--- src/rtl/rf_port_arbiter.sv ---
// rtl/rf_port_arbiter.sv - round-robin arbiter giving two requesters serialized access to a 2R1W register file
// Optional build macro RF_R0_PROTECT_EN: writes to address 0 complete normally but never strobe RF_WRITE.
module rf_port_arbiter #(
  parameter int DATA_WIDTH = 32,
  parameter int ADDR_WIDTH = 5
) (
  input  logic                  CLK,
  input  logic                  RST,
  input  logic                  A_REQ,
  input  logic                  A_WE,
  input  logic [ADDR_WIDTH-1:0] A_ADDR_R1,
  input  logic [ADDR_WIDTH-1:0] A_ADDR_R2,
  input  logic [ADDR_WIDTH-1:0] A_ADDR_W,
  input  logic [DATA_WIDTH-1:0] A_DATA_W,
  output logic                  A_GNT,
  output logic                  A_DONE,
  output logic [DATA_WIDTH-1:0] A_RDATA1,
  output logic [DATA_WIDTH-1:0] A_RDATA2,
  input  logic                  B_REQ,
  input  logic                  B_WE,
  input  logic [ADDR_WIDTH-1:0] B_ADDR_R1,
  input  logic [ADDR_WIDTH-1:0] B_ADDR_R2,
  input  logic [ADDR_WIDTH-1:0] B_ADDR_W,
  input  logic [DATA_WIDTH-1:0] B_DATA_W,
  output logic                  B_GNT,
  output logic                  B_DONE,
  output logic [DATA_WIDTH-1:0] B_RDATA1,
  output logic [DATA_WIDTH-1:0] B_RDATA2,
  output logic [ADDR_WIDTH-1:0] RF_ADDR_R1,
  output logic [ADDR_WIDTH-1:0] RF_ADDR_R2,
  output logic [ADDR_WIDTH-1:0] RF_ADDR_W,
  output logic [DATA_WIDTH-1:0] RF_DATA_W,
  output logic                  RF_READ,
  output logic                  RF_WRITE,
  input  logic [DATA_WIDTH-1:0] RF_DATA_R1,
  input  logic [DATA_WIDTH-1:0] RF_DATA_R2
);

  typedef enum logic [2:0] {IDLE, WR, RD, RD_CAP, DONE} state_t;

  state_t                state;
  state_t                next_state;
  logic                  ptr;      // 0 = A has priority on contention, 1 = B
  logic                  owner;    // requester of the transaction in flight
  logic                  grant_a;
  logic                  grant_b;
  logic                  wr_ok;
  logic [ADDR_WIDTH-1:0] lat_r1;
  logic [ADDR_WIDTH-1:0] lat_r2;
  logic [ADDR_WIDTH-1:0] lat_w;
  logic [DATA_WIDTH-1:0] lat_d;

`ifdef RF_R0_PROTECT_EN
  assign wr_ok = (lat_w != '0);
`else
  assign wr_ok = 1'b1;
`endif

  // Requests only matter in IDLE; the pointer breaks ties
  assign grant_b = (state == IDLE) && B_REQ && (!A_REQ || ptr);
  assign grant_a = (state == IDLE) && A_REQ && !grant_b;

  always_ff @(posedge CLK) begin
    if (RST) begin
      state <= IDLE;
    end else begin
      state <= next_state;
    end
  end

  always_ff @(posedge CLK) begin
    if (RST) begin
      ptr    <= 1'b0;
      owner  <= 1'b0;
      lat_r1 <= '0;
      lat_r2 <= '0;
      lat_w  <= '0;
      lat_d  <= '0;
    end else if (grant_a || grant_b) begin
      owner  <= grant_b;
      ptr    <= grant_a;
      lat_r1 <= grant_b ? B_ADDR_R1 : A_ADDR_R1;
      lat_r2 <= grant_b ? B_ADDR_R2 : A_ADDR_R2;
      lat_w  <= grant_b ? B_ADDR_W  : A_ADDR_W;
      lat_d  <= grant_b ? B_DATA_W  : A_DATA_W;
    end
  end

  // Read data is captured only at the end of RD_CAP; a reset there discards it
  always_ff @(posedge CLK) begin
    if (RST) begin
      A_RDATA1 <= '0;
      A_RDATA2 <= '0;
      B_RDATA1 <= '0;
      B_RDATA2 <= '0;
    end else if (state == RD_CAP) begin
      if (owner) begin
        B_RDATA1 <= RF_DATA_R1;
        B_RDATA2 <= RF_DATA_R2;
      end else begin
        A_RDATA1 <= RF_DATA_R1;
        A_RDATA2 <= RF_DATA_R2;
      end
    end
  end

  always_comb begin
    next_state = state;
    A_GNT      = 1'b0;
    B_GNT      = 1'b0;
    A_DONE     = 1'b0;
    B_DONE     = 1'b0;
    RF_READ    = 1'b0;
    RF_WRITE   = 1'b0;
    RF_ADDR_R1 = '0;
    RF_ADDR_R2 = '0;
    RF_ADDR_W  = '0;
    RF_DATA_W  = '0;
    case (state)
      IDLE: begin
        if (grant_a) begin
          next_state = A_WE ? WR : RD;
        end else if (grant_b) begin
          next_state = B_WE ? WR : RD;
        end
      end
      WR: begin
        A_GNT      = !owner;
        B_GNT      = owner;
        RF_WRITE   = wr_ok;
        RF_ADDR_W  = lat_w;
        RF_DATA_W  = lat_d;
        next_state = DONE;
      end
      RD: begin
        A_GNT      = !owner;
        B_GNT      = owner;
        RF_READ    = 1'b1;
        RF_ADDR_R1 = lat_r1;
        RF_ADDR_R2 = lat_r2;
        next_state = RD_CAP;
      end
      RD_CAP: begin
        RF_READ    = 1'b1;
        RF_ADDR_R1 = lat_r1;
        RF_ADDR_R2 = lat_r2;
        next_state = DONE;
      end
      DONE: begin
        A_DONE     = !owner;
        B_DONE     = owner;
        next_state = IDLE;
      end
      default: next_state = IDLE;
    endcase
  end

endmodule
--- config.mk ---
export PLATFORM = sky130hd
export DESIGN_NAME = rf_port_arbiter
export DESIGN_NICKNAME = d
export VERILOG_FILES = /design/src/rtl/rf_port_arbiter.sv
export SDC_FILE = /design/constraint.sdc
export NUM_CORES = 1
export LEC_CHECK = 0
export ABC_CLOCK_PERIOD_IN_PS = 4250
export CELL_PAD_IN_SITES_DETAIL_PLACEMENT = 0
export CELL_PAD_IN_SITES_GLOBAL_PLACEMENT = 1
export CORE_MARGIN = 3
export CORE_UTILIZATION = 30
export CTS_CLUSTER_SIZE = 8
export DETAILED_ROUTE_END_ITERATION = 7
export PLACE_DENSITY = 0.85
export RECOVER_POWER = 100
export SYNTH_ARGS = -nofsm -noshare
export SYNTH_HDL_FRONTEND = slang
export SYNTH_SLANG_ARGS = --single-unit
--- constraint.sdc ---
create_clock -name CLK -period 4.25 [get_ports CLK]
set_clock_uncertainty 0.05 [all_clocks]
set_input_delay 0.85 -clock CLK [delete_from_list [all_inputs] [get_ports CLK]]
set_output_delay 0.85 -clock CLK [all_outputs]
set_load 0.01 [all_outputs]
== Word level (Yosys, flattened, before mapping) ==
Index checks and enable logic that the tools add are counted.
Word-level totals
  output and inout bits: 181
  flip-flop bits (word level): 180
  bits of input ports: 164
  word-level logic and storage cells: 51
Cells by class
  eq/ne operators: 5
  muxes and demuxes: 19
  reduce and logical (&&, ||, !) cells: 15
  bitwise gates (word level): 1
Operators by type and width (number)
  $mux W32: 2
  $mux W5: 6
  $pmux W3 S3: 1
  $eq A3 B2 Y1 const B: 2
  $mux W1: 6
  $mux W3: 2
  $reduce_or A2 Y1: 3
  $logic_and A1 B1 Y1: 4
  $mux W2: 2
  $reduce_and A2 Y1: 2
  $eq A3 B1 Y1 const B: 1
  $eq A3 B3 Y1 const B: 1
  $logic_not A1 Y1: 3
  $logic_not A3 Y1: 1
  $ne A3 B3 Y1 const B: 1
  $logic_or A1 B1 Y1: 2
  $not A1 Y1: 1

== Depth between registers and ports, before layout ==
  depth after elaboration: 7
  mapped depth: 7
  gate-level depth less buffers: 3

== Worst setup path before layout ==
OpenSTA, ideal clock, no wires.
  kind: flip-flop to output port
  start point: register state[0]
  end point: output RF_DATA_W[10]
  required time: 3.350 ns
  buffers on the path: 3
  arrival time: 1.317 ns
  cell stages (with the launch flop): 7
  path slack: 2.033 ns
  path through: dfxtp_1 > buf_2 > nand2b_1 > nor2_1 > clkbuf_1 > clkbuf_1 > and2_1
On the way
  cells in the longest elaborated chain, start to end: 2
Ends and longest elaborated chain
  start: declaration: line 41  | state_t state;
  start signal: assignment: line 67  | state <= next_state;
  $eq A3 B1 Y1: line 119  | case (state)
  $mux W32: line 119
  end: declaration: line 32  | output logic [DATA_WIDTH-1:0] RF_DATA_W,
Every way passes these cells.

== Final worst setup path ==
  start point: register state[0]
  end point: output RF_DATA_W[12]
Same word-level chain as after synthesis.

==> summary.md <==
| Metric | Value |
|---|---|
| Status | complete, but fails checks |
| Failing checks | capacitance limit, slew limit |
| CTS tree | yes |
| Met2 WL | 12900 um |
| Die Area | 25770 sq um |
| Fmax | 262.5 MHz |
| Slew headroom | -20.95% |
| Placed Instance Area | 10810 sq um |
| Cts bufs inserted | 17 |
| Core Box Area | 23050 sq um |
| Final setup margin | 0.4398 ns |
| Post-synth cell types | 35 |
| CP required | 3.35 ns |
| Worst slew pin tran | 1.813 ns |
| Commonest non-fill, non-tap cell in the layout | nand2_1 |
| Min Tclk post-route | 3.810 ns |
| Clock Root Buffer | clkbuf_16 |
| Asr flop ratio synth | 0% |
| Final Max Tran Viols | 206 |
| Post-Synth Adder-Cell Area | 0% |
| Total Neg Setup Slack | 0 ns |
| Clk_lat worst skew | 0.43 ns |
| Hold Crit Class | reg -> reg |
| Boundary pin count | 345 |
| Power, Total | 4.885 mW |
| Startpoint Class | flip-flop |
| Setup Viol. Count Final | 0 |
| Post-synthesis sequential area ratio | 50.30% |
| Worst Path Class, Setup | reg -> out |
| CTS Buffer Depth | 2 |
| Max-Cap Viols | 4 |
| DR pass1 iterations | 7 |
| WL met1 | 11290 um |
| Post-CTS Setup Bufs | 0 |
| Initial antenna violation count | 1 |
| Vias in the first global route | 7015 |
| Via/cell ratio | 4.827 |
| Synthesized area per cell | 7.754 sq um |
| # DRC | 0 |
| Global route total overflow | 0 |
| Number of synthesized flops with an enable pin | 0 |
| CTS sink cnt | 180 |
| Resized Gates After CTS | 0 |
| Row cnt | 55 |
| Critical Path End Type | output port |
| First-pass GRT wire length | 40030 um |
| Pwr dens | 427.9 nW/um^2 |
| Arrival time worst endpoint | 2.91 ns |
| Cell Area, Synth | 7164 sq um |
| Wire length per cell | 17.22 um |
| Topmost layer with routed signal wires | met4 |
| Synth Area in Compound Gates | 19.39% |
| Total Routed Length | 26510 um |
| Post-route cell area | 11420 sq um |
| # H-tree levels | 4 |
| Final Util | 49.53% |
| Syn. warnings | 0 |
| Area Growth Syn to Fin | 59.36% |
| Cells after Synth | 924 |
| Main synth FF type | dfxtp_1 |
| Post-route ant nets | 0 |
| Simple-gate portion of the synthesized area | 25.17% |
| Period utilization | 89.65% |
| Worst IR drop on VDD | 0.0003173 V |
| Syn nets | 1088 |
| Layout cells sized above 1 | 3.837% |
| Mux contribution to synthesized area | 0% |
| Cts hold-fix bufs | 0 |
| Unrepaired setup endpoints after global routing | no |
| Die Width | 160.5 um |
| All-Layer GR Usage | 19.43% |
| Hold Violations, Final | 0 |
| Post-Place Setup Slack | 1.048 ns |
| Nets@finish | 1376 |
| Commonest non-fill, non-tap cells in the layout | nand2_1, clkdlybuf4s50_1, dfxtp_1 |
| Largest net degree at the start of global routing | 74 |
| Routed via count | 7429 |
| Reg clk slew, reported paths | 0.07 ns |
| Final Wtd Congestion | 0.8270 |
| Flops & latches, synth | 180 |
| Largest family of logic cells by synthesized area | simple AND/OR/NAND/NOR gates |
| Crit-path max FO | 31 |
| Port Buf Inserts | 344 |
| Initial core utilization | 31.08% |
| Initial DRC count | 481 |
| Die height | 160.5 um |
| LEAKAGE | 4.377 nW |
| DP HPWL | 17870 um |
| Routed wl met3 | 1572 um |
| Xor and xnor area share after synthesis | 0.1222% |
==> per-stage QoR <==
| stage | instances | hold WS, ns |
|---|---|---|
| after CTS | 1538 | 0.4057 |
| after global placement | 1506 | 0.3901 |
| after global routing | 1539 | 0.4141 |
| final | 1539 | 0.3984 |
| after detailed placement | 1506 | 0.3955 |
| after floorplan | 924 | 0.3955 |
==> state kept, by name, summed over array words and instances, names as in the netlist, 3 cells and up <==
register and flops:
A_RDATA1 32, A_RDATA2 32, B_RDATA1 32, B_RDATA2 32, lat_d 32, lat_r1 5, lat_r2 5, lat_w 5
state 3
==> final timing paths <==
path / startpoint / endpoint / slack (ns) / depth (start not counted)
hold / removal: A_RDATA1[25] / A_RDATA1[25] / 0.40 / 2
hold reg to reg: A_RDATA1[25] / A_RDATA1[25] / 0.40 / 2
setup reg to reg: state[1] / B_RDATA2[24] / 0.97 / 4
setup / recovery: state[0] / RF_DATA_W[12] / 0.44 / 5
==> layout make-up <==
cell class                      count  area (sq um)
Multi-Input combinational cell    653          3233
Inverter                            3         11.26
Fill cell                        2251         11640
Tap cell                          313         391.6
Antenna cell                        1         2.502
Clock inverter                     15         209.0
Sequential cell                   180          3603
Clock buffer                       17         425.4
Timing Repair Buffer              357          3541
==> Yosys cell counts, types with 3 or more instances <==
library cell	count	share of area (%)
a21oi_1	129	9.0
nand2_1	350	18
clkbuf_1	78	4.1
a31oi_1	46	4.0
nor2_1	4	0.21
buf_1	5	0.26
and2_1	47	4.1
or3_1	3	0.26
o41ai_1	46	5.6
nor2b_1	3	0.26
buf_2	3	0.21
dfxtp_1	180	50
==> layer usage <==
layer  global-route usage (%)  up-vias
met5                        0        -
met4                    7.219        0
met1                    24.03     3418
met2                    32.41      271
li1                         -     3706
met3                    5.236       34
==> critical path, cell delays in order, from the launching register on <==
cell and delay, ns:
dfxtp_1 0.68, nand2b_1 0.14, nor2_1 0.42, buf_4 0.38
and2_0 0.28, clkdlybuf4s50_1 0.57
==> report_power, final <==
group          total, mW  leakage (nW)  switching (mW)  internal (mW)
registers           1.99          1.46           0.124           1.87
logic               1.20          2.61           0.691          0.511
clock network       1.69         0.302           0.782          0.909
total               4.88          4.38            1.60           3.29
==> cells by family after synthesis <==
group                     count (synthesis)
buffers and inverters                    91
DFF                                     180
AOI/OAI and AO/OA                       227
and+or+nand+nor                         425
xor gates and xnor gates                  1
Power figures use the tool's default switching activity.
